$ cat config.mk
export PLATFORM = sky130hd
export DESIGN_NAME = peas_ctrl
export DESIGN_NICKNAME = d
export VERILOG_FILES = /design/src/rtl/peas_pkg.sv /design/src/rtl/peas_lfsr.sv /design/src/rtl/peas_ctrl.sv
export SDC_FILE = /design/constraint.sdc
export NUM_CORES = 1
export LEC_CHECK = 0
export CAP_MARGIN = 0
export CORE_ASPECT_RATIO = 1.4
export CORE_MARGIN = 1.5
export CORE_UTILIZATION = 64
export DETAILED_ROUTE_END_ITERATION = 16
export DONT_BUFFER_PORTS = 1
export PLACE_DENSITY = 0.89
export SYNTH_ARGS = -nofsm -noshare
export SYNTH_HDL_FRONTEND = slang
export SYNTH_SLANG_ARGS = --single-unit
export TNS_END_PERCENT = 5
$ cat constraint.sdc
create_clock -name clk -period 4 [get_ports clk]
set_clock_uncertainty 0.15 [all_clocks]
set_input_delay 0.4 -clock clk [delete_from_list [all_inputs] [get_ports clk]]
set_output_delay 0.4 -clock clk [all_outputs]
set_load 0.005 [all_outputs]
$ cat src/rtl/peas_pkg.sv
// peas_pkg: shared state type, coordinate width and default geometry for the
// pea controller (peas_ctrl) and its LFSR (peas_lfsr).
package peas_pkg;

  localparam int unsigned COORD_W = 10;
  localparam int unsigned CW1     = COORD_W + 1;

  localparam int unsigned DEF_SCREEN_W     = 640;
  localparam int unsigned DEF_SPEED        = 2;
  localparam int unsigned DEF_SPAWN_GAP    = 60;
  localparam int unsigned DEF_Y_MIN        = 100;
  localparam int unsigned DEF_PEAS_SIZE    = 15;
  localparam int unsigned DEF_BIRD_W       = 34;
  localparam int unsigned DEF_BIRD_H       = 24;
  localparam int unsigned DEF_FLASH_FRAMES = 16;

  localparam logic [15:0] LFSR_SEED = 16'hACE1;

  typedef enum logic [1:0] {
    GAP,
    ACTIVE,
    FLASH
  } peas_state_t;

  // Inclusive 1-D overlap of [a, a+aw-1] and [b, b+bw-1]; one extra bit so
  // the far edges never wrap.
  function automatic logic span_overlap(input logic [COORD_W-1:0] a,
                                        input int unsigned        aw,
                                        input logic [COORD_W-1:0] b,
                                        input int unsigned        bw);
    logic [CW1-1:0] a_lo, a_hi, b_lo, b_hi;
    a_lo = {1'b0, a};
    b_lo = {1'b0, b};
    a_hi = a_lo + CW1'(aw - 1);
    b_hi = b_lo + CW1'(bw - 1);
    return (a_lo <= b_hi) && (b_lo <= a_hi);
  endfunction

endpackage

$ cat src/rtl/peas_lfsr.sv
// peas_lfsr: free-running 16-bit Fibonacci LFSR, x^16+x^14+x^13+x^11+1,
// shifting right with feedback into bit 15. Steps every clock.
module peas_lfsr
  import peas_pkg::*;
#(
  parameter logic [15:0] SEED = LFSR_SEED
) (
  input  logic        clk,
  input  logic        rst_n,
  output logic [15:0] lfsr
);

  logic [15:0] lfsr_q, lfsr_d;

  // Next value: taps 16,14,13,11 map to bits 0,2,3,5 of the right-shifting register.
  always_comb begin
    lfsr_d = {lfsr_q[0] ^ lfsr_q[2] ^ lfsr_q[3] ^ lfsr_q[5], lfsr_q[15:1]};
  end

  // State register, seeded on reset.
  always_ff @(posedge clk or negedge rst_n) begin
    if (!rst_n) lfsr_q <= SEED;
    else        lfsr_q <= lfsr_d;
  end

  assign lfsr = lfsr_q;

endmodule

$ cat src/rtl/peas_ctrl.sv
// peas_ctrl: spawns, moves, collision-checks and retires the single pea.
// Optional eaten-flash phase is built with macro PEAS_EAT_FLASH_EN.
module peas_ctrl
  import peas_pkg::*;
#(
  parameter int unsigned SCREEN_W     = DEF_SCREEN_W,
  parameter int unsigned SPEED        = DEF_SPEED,
  parameter int unsigned SPAWN_GAP    = DEF_SPAWN_GAP,
  parameter int unsigned Y_MIN        = DEF_Y_MIN,
  parameter int unsigned PEAS_SIZE    = DEF_PEAS_SIZE,
  parameter int unsigned BIRD_W       = DEF_BIRD_W,
  parameter int unsigned BIRD_H       = DEF_BIRD_H,
  parameter int unsigned FLASH_FRAMES = DEF_FLASH_FRAMES
) (
  input  logic               clk,
  input  logic               rst_n,
  input  logic               frame_tick,
  input  logic               game_run,
  input  logic               game_restart,
  input  logic [COORD_W-1:0] bird_x,
  input  logic [COORD_W-1:0] bird_y,
  output logic               peas_valid,
  output logic [COORD_W-1:0] peas_x,
  output logic [COORD_W-1:0] peas_y,
  output logic [2:0]         peas_type,
  output logic               peas_eaten,
  output logic [7:0]         pea_count
);

  localparam int unsigned GAP_W = $clog2(SPAWN_GAP + 2);

  logic [15:0]        lfsr;
  logic               lfsr_unused;
  logic               tick;
  logic               hit;

  peas_state_t        state_q, state_d;
  logic [GAP_W-1:0]   gap_q, gap_d;
  logic               valid_q, valid_d;
  logic [COORD_W-1:0] x_q, x_d;
  logic [COORD_W-1:0] y_q, y_d;
  logic [2:0]         type_q, type_d;
  logic               eaten_q, eaten_d;
  logic [7:0]         count_q, count_d;

`ifdef PEAS_EAT_FLASH_EN
  localparam int unsigned FLASH_W = ($clog2(FLASH_FRAMES + 1) < 3) ? 3 : $clog2(FLASH_FRAMES + 1);
  logic [FLASH_W-1:0] flash_q, flash_d;
  logic [FLASH_W-1:0] flash_next;
`else
  logic [7:0]         flash_frames_unused;
  assign flash_frames_unused = 8'(FLASH_FRAMES);
`endif

  peas_lfsr #(.SEED(LFSR_SEED)) u_lfsr (
    .clk   (clk),
    .rst_n (rst_n),
    .lfsr  (lfsr)
  );

  assign lfsr_unused = ^lfsr[15:11];
  assign tick        = frame_tick & game_run;
  assign hit         = span_overlap(x_q, PEAS_SIZE, bird_x, BIRD_W) &&
                       span_overlap(y_q, PEAS_SIZE, bird_y, BIRD_H);

  // Next-state: restart first, then tick-qualified GAP/ACTIVE/FLASH behaviour.
  always_comb begin
    state_d = state_q;
    gap_d   = gap_q;
    valid_d = valid_q;
    x_d     = x_q;
    y_d     = y_q;
    type_d  = type_q;
    eaten_d = 1'b0;
    count_d = count_q;
`ifdef PEAS_EAT_FLASH_EN
    flash_d    = flash_q;
    flash_next = flash_q + FLASH_W'(1);
`endif
    if (game_restart) begin
      state_d = GAP;
      valid_d = 1'b0;
      gap_d   = GAP_W'(SPAWN_GAP);
    end else if (tick) begin
      case (state_q)
        GAP: begin
          if (gap_q == '0) begin
            state_d = ACTIVE;
            valid_d = 1'b1;
            x_d     = COORD_W'(SCREEN_W);
            y_d     = COORD_W'(Y_MIN) + COORD_W'(lfsr[7:0]);
            type_d  = lfsr[10:8];
          end else begin
            gap_d = gap_q - GAP_W'(1);
          end
        end
        ACTIVE: begin
          if (hit) begin
            eaten_d = 1'b1;
            if (count_q != '1) count_d = count_q + 8'd1;
            valid_d = 1'b0;
`ifdef PEAS_EAT_FLASH_EN
            state_d = FLASH;
            flash_d = '0;
`else
            state_d = GAP;
            gap_d   = GAP_W'(SPAWN_GAP);
`endif
          end else if ({1'b0, x_q} < CW1'(SPEED)) begin
            state_d = GAP;
            valid_d = 1'b0;
            gap_d   = GAP_W'(SPAWN_GAP);
          end else begin
            x_d = x_q - COORD_W'(SPEED);
          end
        end
`ifdef PEAS_EAT_FLASH_EN
        FLASH: begin
          // Blink phase comes from bit 2 of the tick count: 4 low, 4 high, ...
          flash_d = flash_next;
          if (flash_next == FLASH_W'(FLASH_FRAMES)) begin
            state_d = GAP;
            valid_d = 1'b0;
            gap_d   = GAP_W'(SPAWN_GAP);
          end else begin
            valid_d = flash_next[2];
          end
        end
`endif
        default: begin
          state_d = GAP;
          valid_d = 1'b0;
          gap_d   = GAP_W'(SPAWN_GAP);
        end
      endcase
    end
  end

  // Registered FSM state and outputs.
  always_ff @(posedge clk or negedge rst_n) begin
    if (!rst_n) begin
      state_q <= GAP;
      gap_q   <= GAP_W'(SPAWN_GAP);
      valid_q <= 1'b0;
      x_q     <= '0;
      y_q     <= '0;
      type_q  <= '0;
      eaten_q <= 1'b0;
      count_q <= '0;
`ifdef PEAS_EAT_FLASH_EN
      flash_q <= '0;
`endif
    end else begin
      state_q <= state_d;
      gap_q   <= gap_d;
      valid_q <= valid_d;
      x_q     <= x_d;
      y_q     <= y_d;
      type_q  <= type_d;
      eaten_q <= eaten_d;
      count_q <= count_d;
`ifdef PEAS_EAT_FLASH_EN
      flash_q <= flash_d;
`endif
    end
  end

  assign peas_valid = valid_q;
  assign peas_x     = x_q;
  assign peas_y     = y_q;
  assign peas_type  = type_q;
  assign peas_eaten = eaten_q;
  assign pea_count  = count_q;

endmodule

=== After elaboration in Yosys (flattened, before gate mapping) ===
Cells that the tools add are included.

* Flip-flop bits (word level): 57
* Latch bits: 0
* RAM bits: 0
* ROM bits: 0
* Bits of input ports: 25
* Logic and storage cells: 73
* Memories: 0

* Add/subtract/negate cells: 8
* Multipliers: 0
* Divide/modulo/power cells: 0
* Magnitude comparators: 5
* Equality and inequality tests: 8
* Shift-type cells: 0
* Multiplexer cells: 26
* Bitwise gates (word level): 5
* Reduce and logical (&&, ||, !) cells: 12

{| class="wikitable"
|+ Operators with widths
! cell !! number
|-
| $le A10 B11 Y1 || 4
|-
| $mux W10 || 3
|-
| $mux W6 || 5
|-
| $add A10 B4 Y11 const B || 2
|-
| $pmux W10 S2 || 1
|-
| $pmux W6 S2 || 1
|-
| $add A10 B5 Y11 const B || 1
|-
| $add A10 B6 Y11 const B || 1
|-
| $lt A10 B2 Y1 const B || 1
|-
| $mux W2 || 5
|-
| $sub A10 B2 Y10 const B || 1
|-
| $add A7 B8 Y9 const A || 1
|-
| $mux W1 || 9
|-
| $add A8 B1 Y8 const B || 1
|-
| $ne A8 B8 Y1 const B || 1
|-
| $logic_not A6 Y1 || 1
|-
| $ne A2 B2 Y1 const B || 3
|-
| $ne A3 B3 Y1 const B || 2
|-
| $reduce_and A3 Y1 || 2
|-
| $reduce_and A6 Y1 || 1
|-
| $sub A6 B1 Y6 const B || 1
|-
| $reduce_and A5 Y1 || 1
|-
| $ne A4 B4 Y1 const B || 1
|-
| $pmux W2 S2 || 1
|-
| other kinds (9) || 14
|}

=== Depth between registers and ports, before layout ===
Gate-level depths: netlist of the first run.

* Word-level depth: 8
* Mapped depth: 15

=== Cells and area by module ===
A second synthesis of the first run with hierarchy kept.

* Cell total of the unflattened synthesis: 417
* Area total of the unflattened synthesis: 3852.4 um^2

{| class="wikitable"
|+ By module, submodules not included
! module !! instances !! cells each !! area each (um^2)
|-
| peas_ctrl || 1 || 383 || 3303.2
|-
| peas_lfsr || 1 || 34 || 549.3
|}

=== Worst setup path before layout of the first run ===
No wires, ideal clock.

* Path type: register to register
* Start: register y_q[2] (netlist: peas_y[2])
* End: register gap_q[1]
* Library setup time: 0.128 ns
* Data arrival time: 3.236 ns
* Required time: 3.722 ns
* Setup slack: 0.487 ns
* Cell stages (with the launch flop): 14
* Path buffers: 0
* Path through: dfrtp_1 > or3_1 > nand3_1 > nor2_1 > xnor2_1 > ha_1 > nand4_1 > or4b_1 > o22ai_1 > a21oi_1 > a2111oi_4 > nor3_2 > a211oi_2 > mux2_1

* Word-level cells in the longest chain between the ends: 8

{| class="wikitable"
|+ RTL lines
! what !! RTL line !! RTL
|-
| start, declared || peas_ctrl.sv:41 || <nowiki>logic [COORD_W-1:0] y_q, y_d;</nowiki>
|-
| start signal, assigned || peas_ctrl.sv:158 || <nowiki>y_q <= y_d;</nowiki>
|-
| $add A10 B4 Y11 || peas_pkg.sv:34 || <nowiki>a_hi = a_lo + CW1'(aw - 1);</nowiki>
|-
| $le A10 B11 Y1 || peas_pkg.sv:36 || <nowiki>return (a_lo <= b_hi) && (b_lo <= a_hi);</nowiki>
|-
| $logic_and A1 B1 Y1 (*) || peas_pkg.sv:36 ||
|-
| $logic_and A1 B1 Y1 (*) || peas_ctrl.sv:63 || <nowiki>assign hit = span_overlap(x_q, PEAS_SIZE, bird_x, BIRD_W) &&</nowiki>
|-
| $mux W6 || peas_ctrl.sv:98 || <nowiki>if (hit) begin</nowiki>
|-
| $pmux W6 S2 || peas_ctrl.sv:85 || <nowiki>case (state_q)</nowiki>
|-
| $mux W6 || peas_ctrl.sv:84 || <nowiki>end else if (tick) begin</nowiki>
|-
| $mux W6 || peas_ctrl.sv:80 || <nowiki>if (game_restart) begin</nowiki>
|-
| end signal, assigned || peas_ctrl.sv:143 || <nowiki>gap_q <= GAP_W'(SPAWN_GAP);</nowiki>
|-
| end signal, assigned || peas_ctrl.sv:155 || <nowiki>gap_q <= gap_d;</nowiki>
|-
| end, declared || peas_ctrl.sv:38 || <nowiki>logic [GAP_W-1:0] gap_q, gap_d;</nowiki>
|}

Every way passes the cells marked *; elsewhere a longest branch is shown, timed or not. The select of a mux whose other input is x is not followed.
A chain may end at the register's enable or synchronous reset.

=== Worst setup path in the final report of the first run ===
Ends and elaborated chain as after synthesis.

==> run_results.csv, run 1 <==
group,metric,value,unit
status,status,"completed",
logic_synthesis,yosys_warnings,0,
setup_path,required,4040,ps
drt,postRouteAntennaNets,0,
die,placeableCoreArea,0.005565,sq mm
place,dpl.hpwl,5881,microns
place,post-place-ws,160.2,ps
timing,max_freq,255.7,MHz
logic_synthesis,synth_edf_count,0,
setup_path,path_class,"reg2reg",
drt,routed_via_density,6.578,
drt,drc,0,
timing,fin_crit,3910,ps
setup_path,worstSetupEndpointType,"register",
clock_network,clock_latency,310,ps
power_and_ir_drop,leakage,1.777,nW
timing,hold_violations,0,
global_routing,antenna_found_initial,0,
timing,finalSetupViolCount,0,
global_routing,groute.usage.overall,0.2734,
logic_synthesis,synthArstFlopShare,1.000,
setup_path,worst_path_max_delay_cell,"or4b_1",
drt,via_count,3059,
logic_synthesis,syn-cell-area,0.003742,sq mm
timing,slew_headroom,0.4847,
hold_path,min_path_type,"in2reg",
place,place_congestion,0.9204,
setup_path,critPathArrivalTime,3960,ps
logic_synthesis,avgSynthCellArea,9.645,sq um
place,io_buffers,0,
layout,diodes,0,
clock_network,clockBufferDepth,2,
logic_synthesis,synthDistinctLibCells,57,
timing,fin_crit_sh,0.9776,
logic_synthesis,synth_seq_cells,53,
drt,dr.pass1.iters,6,
clock_network,cts_tree,"yes",
global_routing,grt_pass1_vias,2917,
layout,n_fill_cell,395,
logic_synthesis,yosysSeqAreaShare,0.3584,
timing,tightest_slew,771.1,ps
die,die_w,67.63,microns
global_routing,grt_pass1_wl,13430,microns
layout,layout-drive-gt1-share,0.1436,
die,die_h,93.48,microns
power_and_ir_drop,p_per_area,262.6,mW/mm^2
die,start_util,0.6724,
layout,area_growth_syn_to_layout,7.690,%
layout,postLayoutCoreUtil,0.7241,
clock_network,path_clk_slew,100,ps
timing,timing.final.ws_setup,89.64,ps
clock_network,htreeDepth,2,
power_and_ir_drop,finalPower,1.058,mW
setup_path,path_max_fanout,5,
setup_path,slowest_delay,560,ps
global_routing,grt_max_degree,54,
setup_path,crit_path_cell_trace,"inv_1, ha_1, nand2b_1, nand4_1, xor2_1, ha_1, nand4_1, or4b_1, o22ai_2, a21oi_2, a2111oi_4, nor3_2, a211oi_2, mux2_1",
power_and_ir_drop,ir_drop,373.4,uV
global_routing,overflow,0,
drt,wl_per_cell,17.65,microns
job,cap_violations,0,
logic_synthesis,synthCells,388,
die,dieArea,0.006322,sq mm
layout,fin_nets,466,
timing,hold_slack,42.89,ps
die,io_pins,58,
die,num_rows,32,
timing,drv_slew,0,
clock_network,cts_root_buffer,"clkbuf_8",
setup_path,startpoint_type,"register",
clock_network,cts_buffers,5,
logic_synthesis,synth_flop_cell,"dfrtp_1",
drt,drt_iter0_markers,178,
clock_network,cts_sinks,53,
drt,wirelength,8207,microns
-- layout by cell type (no fill, tap or decap), types with 3 or more instances in the layout --
| cell type | count |
|---|---|
| or2_2 | 6 |
| mux2_2 | 7 |
| a41oi_1 | 3 |
| nand2_1 | 34 |
| clkbuf_8 | 5 |
| o31ai_1 | 7 |
| nor3_1 | 6 |
| o31a_1 | 4 |
| dfrtp_1 | 40 |
| o21ai_0 | 21 |
| xor2_1 | 19 |
| a31oi_1 | 5 |
| a21oi_1 | 11 |
| mux2i_1 | 3 |
| dfstp_2 | 12 |
| ha_1 | 45 |
| a21o_1 | 6 |
| nor4_1 | 5 |
| nand4_1 | 9 |
| xnor2_1 | 22 |
| and3_1 | 5 |
| nand2b_1 | 5 |
| nor3b_1 | 4 |
| inv_1 | 14 |
| nand3_1 | 20 |
| nor2_1 | 22 |
| buf_4 | 9 |
| a211oi_1 | 4 |
-- final timing paths --
kind / endpoint / startpoint / slack, ps / depth (start not counted)
hold reg to reg: u_lfsr.lfsr[11] / u_lfsr.lfsr[12] / 210 / 0
min in group asynchronous: u_lfsr.lfsr[14] / rst_n / 440 / 2
setup reg to reg: gap_q[1] / peas_y[2] / 90 / 14
setup / recovery: gap_q[1] / peas_y[2] / 90 / 14
max in group asynchronous: u_lfsr.lfsr[0] / rst_n / 2980 / 2
hold / removal: gap_q[4] / game_restart / 40 / 1
-- cell type report --
class                   count  area (sq um)  area share
clock buffers               5         68.82     0.01708
clock inverters             3         43.79     0.01087
inverters                  14         52.55     0.01304
well taps                  68         85.08     0.02111
multi-input cells         310          2322      0.5762
repair buffers             12         115.1     0.02856
flip-flops and latches     53          1343      0.3331
-- state kept, by name (all words and copies together) (netlist names) --
register and count:
u_lfsr.lfsr 16, gap_q 6, peas_valid 1, pea_count 8
peas_type 3, peas_y 9, peas_x 9, peas_eaten 1
-- synth_stat cells (all sizes together), types with 2 or more instances --
cell type,n,area (sq um)
a2111oi,2,42.54
a211oi,6,50.05
a21o,6,45.04
a21oi,12,60.06
a31oi,5,31.28
a41oi,3,26.28
and2,2,12.52
and3,5,31.28
buf,5,28.77
clkbuf,7,26.28
dfrtp,41,1026
dfstp,12,315.3
ha,45,563.0
inv,14,52.55
mux2,8,90.09
mux2i,3,30.03
nand2,35,131.4
nand2b,6,37.54
nand3,20,100.1
nand4,9,56.30
nor2,22,82.58
nor2b,2,12.51
nor3,8,50.05
nor3b,4,30.03
nor4,6,52.55
o21ai,21,105.1
o22ai,2,12.51
o31a,4,35.03
o31ai,7,52.55
or2,6,37.54
or3,3,18.77
xnor2,22,192.7
xor2,19,166.4
-- through the flow --
step                setup TNS [ps]  instance area [sq um]  instances
floorplan                        0                   3746        389
global placement                 0                   3814        450
detailed placement               0                   3814        450
CTS                              0                   3974        461
global route                -86.99                   4030        465
finish                           0                   4030        465
-- kinds of logic (layout without fill, tap and decap cells) --
family	after synthesis	in the layout	share of synthesized area
AOI/OAI and AO/OA	79	79	0.1488
DFF	53	53	0.3584
and+or+nand+nor	132	132	0.1846
xor gates and xnor gates	41	41	0.09595
adders and majority gates	45	45	0.1505
muxes	11	11	0.03210
other	1	2	0.001002
buffers and inverters	26	34	0.02875
-- critical path: cells and delay by family, from the launching register on --
| kind | cells | cell delay [ps] |
|---|---|---|
| buffers and inverters | 1 | 60 |
| XOR/XNOR | 1 | 200 |
| multiplexers | 1 | 360 |
| AO/OA/AOI/OAI | 4 | 940 |
| AND/OR/NAND/NOR | 5 | 1090 |
| flip-flops | 1 | 440 |
| adder cells (fa/ha/maj) | 2 | 520 |
-- metal layers --
metal,vias up,global-route usage,routed length [microns]
met3,37,0.05535,472
met2,121,0.4395,4084
met5,-,0,0
li1,1426,-,-
met1,1475,0.3510,3328
met4,0,0.1173,321
-- report_power, final --
part | total [mW] | internal (mW) | switching, mW
clock network | 0.367 | 0.188 | 0.179
registers | 0.554 | 0.544 | 0.00977
logic | 0.138 | 0.0629 | 0.0753
-- timing repair --
| item | in CTS | in global routing |
|---|---|---|
| hold endpoints to repair | 55 | 0 |
| resized for setup | 0 | 8 |
| hold buffers | 3 | 0 |
| endpoints found under the setup margin | 0 | 2 |
| setup buffers | 0 | 4 |
Power figures use the tool's default switching activity.
==> run 2, diff against run 1 <==
--- a/config.mk
+++ b/config.mk
@@ -11,7 +11,10 @@
 export CORE_UTILIZATION = 64
 export DETAILED_ROUTE_END_ITERATION = 16
 export DONT_BUFFER_PORTS = 1
+export GPL_ROUTABILITY_DRIVEN = 0
+export MAX_ROUTING_LAYER = met4
 export PLACE_DENSITY = 0.89
+export REMOVE_ABC_BUFFERS = 1
 export SYNTH_ARGS = -nofsm -noshare
 export SYNTH_HDL_FRONTEND = slang
 export SYNTH_SLANG_ARGS = --single-unit
==> run 2 against run 1 <==
Against the previous run:
- via count shrank 1.9%
- utilization shrank 0.067 points
- final cell count grew 0.22%
- critical endpoint unchanged
- largest cell class unchanged
==> run_results.csv, run 2 (same netlist as run 1, synthesis figures left out) <==
group,metric,value,unit
status,status,"completed",
hold_path,whs_path_depth,1,
drt,postRouteAntennaNets,0,
power_and_ir_drop,p_seq_frac,0.520,
timing,fin_crit,3825,ps
setup_path,startpoint_type,"register",
clock_network,cts_buffers,5,
die,start_util,0.6724,
layout,final_cell_mix,"ha_1, dfrtp_1, nand2_1",
place,dpl.hpwl,6130,microns
power_and_ir_drop,finalPower,1.064,mW
clock_network,htreeDepth,2,
die,die_w,67.63,microns
die,placeableCoreArea,0.005565,sq mm
timing,max_freq,261.4,MHz
setup_path,r2r-end,"gap_q[1]",
layout,multi_input_area,0.002306,sq mm
place,io_buffers,0,
setup_path,path_buf_inv,0,
setup_path,rrSetupSlack,170,ps
drt,via_count,3001,
layout,area_growth_syn_to_layout,7.589,%
clock_network,cts_tree,"yes",
global_routing,antenna_found_initial,0,
drt,dr.pass1.iters,4,
drt,wl_per_cell,17.67,microns
timing,tightest_slew,731.4,ps
setup_path,critPathArrivalTime,3880,ps
layout,n_fill_cell,416,
setup_path,path_max_fanout,5,
layout,seq_area,0.001344,sq mm
drt,routed_via_density,6.440,
setup_path,worstSetupEndpointType,"register",
drt,drt_iter0_markers,168,
timing,setup_tns,0,ps
global_routing,grt_pass1_wl,13250,microns
layout,fin_nets,467,
timing,slew_headroom,0.5112,
die,io_pins,58,
job,cap_violations,0,
setup_path,worst_path_max_delay_cell,"or4b_1",
global_routing,grt_max_degree,54,
power_and_ir_drop,p_per_area,264.2,mW/mm^2
setup_path,required,4050,ps
layout,layout-drive-gt1-share,0.1382,
timing,drv_slew,0,
setup_path,slowest_delay,530,ps
power_and_ir_drop,power.switching,0.2675,mW
hold_path,min_from,"game_restart",
timing,grt_setup_unrepaired,"no",
setup_path,timing.rr.start,"peas_y[2]",
drt,drc,0,
power_and_ir_drop,clkPwrFrac,0.353,
setup_path,cp_top_family,"simple AND/OR/NAND/NOR gates",
layout,largest_register_ffs,16,
clock_network,cts_sinks,53,
power_and_ir_drop,swShare,0.2515,
power_and_ir_drop,combPwrFrac,0.127,
clock_network,cts_root_buffer,"clkbuf_8",
drt,wirelength,8236,microns
setup_path,reg2regPathDepth,13,
timing,fin_crit_sh,0.9564,
global_routing,grt_pass1_vias,3018,
power_and_ir_drop,p_int,0.7961,mW
global_routing,overflow,0,
setup_path,path_class,"reg2reg",
die,die_h,93.48,microns
layout,diodes,0,
setup_path,crit_path_cell_trace,"or3_1, nand3_1, nor2_1, xnor2_1, ha_1, nand4_1, or4b_1, o22ai_1, a21oi_2, a2111oi_4, nor3_2, a211oi_2, mux2_1",
clock_network,clockBufferDepth,2,
layout,layout_commonest_cell,"ha_1",
timing,finalSetupViolCount,0,
hold_path,min_path_type,"in2reg",
die,num_rows,32,
timing,hold_violations,0,
global_routing,groute.usage.overall,0.2793,
clock_network,clock_latency,310,ps
power_and_ir_drop,leakage,1.781,nW
clock_network,path_clk_slew,100,ps
die,dieArea,0.006322,sq mm
hold_path,whs_endpoint,"gap_q[4]",
power_and_ir_drop,ir_drop,287.2,uV
## run 2: worst reg2reg max path: cells and delay by family, from the launching register on
kind / cells / cell delay [ps]
simple gates: 6 / 1390
compound gates: 4 / 910
flops: 1 / 460
mux: 1 / 360
fa+ha+maj: 1 / 310
xor+xnor: 1 / 130
## run 2: area by class of cell
class                           instances  area share
Multi-Input combinational cell        310      0.5727
Sequential cell                        53      0.3337
Timing Repair Buffer                   13     0.03045
Tap cell                               68     0.02113
Clock buffer                            5     0.01709
Inverter                               14     0.01305
Clock inverter                          3     0.01181
## run 2: power by group through the flow
stage | Sequential, mW | Combinational [mW] | Clock, mW
final | 0.554 | 0.135 | 0.375
after global routing | 0.555 | 0.154 | 0.399
after CTS | 0.553 | 0.130 | 0.382
after detailed placement | 0.563 | 0.114 | 0
after global placement | 0.563 | 0.107 | 0
after floorplan | 0.561 | 0.0920 | 0
## run 2: worst max-delay path by stage
stage | startpoint | to | slack (ps) | cells after the start
6_report | peas_y[2] | gap_q[1] | 170 | 13
5_1_grt | peas_y[2] | gap_q[1] | 20 | 13
3_5_place_dp | peas_y[2] | gap_q[1] | 160 | 13
2_1_floorplan | peas_y[2] | gap_q[1] | 490 | 13
3_3_place_gp | peas_y[2] | gap_q[1] | 270 | 13
4_1_cts | peas_y[2] | gap_q[1] | 100 | 13
## run 2: routing by layer
layer  up-vias  global-route usage  share of wire
met3        26             0.06378          0.057
met2       111              0.4641           0.51
met1      1434              0.3091           0.40
met5         -                   -              0
li1       1430                   -              -
met4         0              0.1361          0.030
## run 2: per-stage QoR
stage | utilization | setup slack [ps] | instances | hold WS [ps] | cell area [sq um]
global placement | 0.6880 | 269.9 | 452 | -44.42 | 3829
CTS | 0.7174 | 103.2 | 463 | 48.10 | 3993
global route | 0.7235 | 21.11 | 466 | 46.29 | 4026
detailed placement | 0.6880 | 155.9 | 452 | -44.81 | 3829
finish | 0.7235 | 174.5 | 466 | 44.66 | 4026
floorplan | - | 486.6 | 377 | -45.59 | 3691
## run 2: timing repair
action / 4_1_cts / 5_1_grt
hold buffers: 3 / 0
hold endpoints to repair: 55 / 0
buffers inserted: 0 / 3
resized for setup: 0 / 4
setup endpoints to repair: 0 / 1
==> run 3, diff against run 2 <==
--- a/config.mk
+++ b/config.mk
@@ -17,5 +17,6 @@
 export REMOVE_ABC_BUFFERS = 1
 export SYNTH_ARGS = -nofsm -noshare
 export SYNTH_HDL_FRONTEND = slang
+export SYNTH_HIERARCHICAL = 1
 export SYNTH_SLANG_ARGS = --single-unit
 export TNS_END_PERCENT = 5
==> run 3 against run 2 <==
Against the previous run:
- via count increased by 0.23%
- utilization down 4.6 points
- die area rose by 1.9%
- register-to-register slack better by 390 ps
- setup slack improved by 390 ps
- critical endpoint is now peas_x[7]
- highest routed layer unchanged
==> run_results.csv, run 3 <==
group,metric,value,unit
status,status,"completed",
clock_network,cts_buffers,5,
setup_path,cp_common_cell,"ha_1",
setup_path,worstSetupEndpointType,"register",
place,io_buffers,0,
layout,area_growth_syn_to_layout,3.313,%
drt,drt_iter0_markers,135,
timing,drv_slew,0,
setup_path,crit_path_cell_trace,"inv_1, ha_1, a21boi_0, xnor2_1, ha_1, nand4_1, a21oi_1, o41ai_1, o211ai_2, nand2_2, nand2_1, o221a_2",
power_and_ir_drop,p_per_area,266.5,mW/mm^2
logic_synthesis,yosys_warnings,6,
setup_path,startpoint_type,"register",
setup_path,path_buf_inv,1,
layout,layout-drive-gt1-share,0.08416,
place,dpl.hpwl,6002,microns
die,die_h,94.35,microns
timing,hold_slack,46.36,ps
drt,wirelength,7812,microns
power_and_ir_drop,ir_drop,215.9,uV
timing,fin_crit_sh,0.8593,
clock_network,htreeDepth,2,
job,cap_violations,0,
drt,wl_met1,3228,microns
setup_path,slowest_delay,570,ps
power_and_ir_drop,clkPwrFrac,0.342,
die,start_util,0.6553,
power_and_ir_drop,power.switching,0.2535,mW
global_routing,grt_max_degree,54,
power_and_ir_drop,combPwrFrac,0.124,
power_and_ir_drop,leakage,1.796,nW
timing,finalSetupViolCount,0,
layout,postLayoutCoreUtil,0.6770,
timing,fin_crit,3437,ps
clock_network,clock_latency,300,ps
die,num_rows,33,
power_and_ir_drop,swShare,0.2414,
drt,met2WireLength,4108,microns
drt,dr.pass1.iters,4,
clock_network,cts_sinks,53,
timing,grt_setup_unrepaired,"no",
timing,setup_tns,0,ps
logic_synthesis,avgSynthCellArea,9.259,sq um
drt,via_count,3008,
layout,n_fill_cell,455,
setup_path,cp_top_family,"compound AO/OA/AOI/OAI gates",
timing,hold_violations,0,
setup_path,critPathArrivalTime,3490,ps
die,die_w,68.25,microns
drt,route.met3.wl,274,microns
setup_path,path_max_fanout,9,
global_routing,groute.usage.overall,0.2706,
timing,slew_headroom,0.5189,
place,post-place-ws,451.5,ps
drt,routed_via_density,6.346,
timing,tightest_slew,721.2,ps
hold_path,min_path_type,"in2reg",
global_routing,overflow,0,
timing,max_freq,290.9,MHz
logic_synthesis,syn-cell-area,0.003815,sq mm
setup_path,worst_path_max_delay_cell,"o41ai_1",
clock_network,cts_root_buffer,"clkbuf_8",
power_and_ir_drop,finalPower,1.050,mW
power_and_ir_drop,p_seq_frac,0.534,
clock_network,path_clk_slew,100,ps
layout,layout_commonest_cell,"ha_1",
die,placeableCoreArea,0.005822,sq mm
layout,diodes,0,
clock_network,cts_hold_buf,2,
global_routing,antenna_found_initial,0,
global_routing,grt_pass1_wl,13180,microns
layout,largest_register_ffs,16,
logic_synthesis,synthCells,412,
drt,wl_per_cell,16.48,microns
drt,top_layer_used,"met4",
layout,final_cell_mix,"ha_1, dfrtp_1, nand2_1",
drt,drc,0,
timing,timing.final.ws_setup,562.7,ps
clock_network,cts_tree,"yes",
die,io_pins,58,
setup_path,required,4050,ps
power_and_ir_drop,p_int,0.7968,mW
die,dieArea,0.006439,sq mm
layout,fin_nets,473,
clock_network,post-cts-setup-buffers,0,
clock_network,clockBufferDepth,2,
setup_path,path_class,"reg2reg",
global_routing,grt_pass1_vias,3029,
clock_network,cts_resized,0,
drt,postRouteAntennaNets,0,
-- run 3: final cells by class --
cell class	instances	area [sq um]	area share
repair buffers	3	45.04	0.01143
well taps	70	87.58	0.02222
clock inverters	2	38.79	0.009841
multi-input cells	316	2266	0.5749
flip-flops and latches	53	1341	0.3403
inverters	24	90.09	0.02286
clock buffers	6	72.57	0.01841
-- run 3: per-stage QoR --
stage	instance area, sq um	std cells
6_report	3941	474
5_1_grt	3941	474
4_1_cts	3941	474
3_5_place_dp	3792	464
3_3_place_gp	3792	464
2_1_floorplan	3697	393
-- run 3: per-layer routing --
layer  vias to the layer above  GRT usage
met5                         -          -
met4                         0     0.1033
met3                        24    0.03576
met2                        81     0.4652
met1                      1456     0.3153
li1                       1447          -
-- run 3: worst paths after layout --
kind	slack [ps]	depth (start not counted)	from	end
setup / recovery	560	12	peas_y[1]	peas_x[7]
hold / removal	50	1	game_restart	gap_q[1]
setup reg to reg	560	12	peas_y[1]	peas_x[7]
hold reg to reg	210	0	u_lfsr/lfsr[11]	u_lfsr/lfsr[10]
max in group asynchronous	2970	2	rst_n	u_lfsr/lfsr[6]
min in group asynchronous	430	2	rst_n	gap_q[0]
-- run 3: worst reg2reg max path: cells and delay by family (launching register included) --
| family | cells | cell delay, ps |
|---|---|---|
| AO/OA/AOI/OAI | 5 | 1460 |
| adder cells (fa/ha/maj) | 2 | 500 |
| AND/OR/NAND/NOR | 3 | 500 |
| flip-flops | 1 | 440 |
| XOR/XNOR | 1 | 170 |
| buffers and inverters | 1 | 100 |
-- run 3: power by group through the flow --
stage | sequential [mW] | clock [mW] | combinational [mW]
after global placement | 0.570 | 0 | 0.109
after CTS | 0.561 | 0.365 | 0.131
after global routing | 0.563 | 0.387 | 0.150
final | 0.561 | 0.360 | 0.130
after detailed placement | 0.571 | 0 | 0.115
after floorplan | 0.567 | 0 | 0.0936
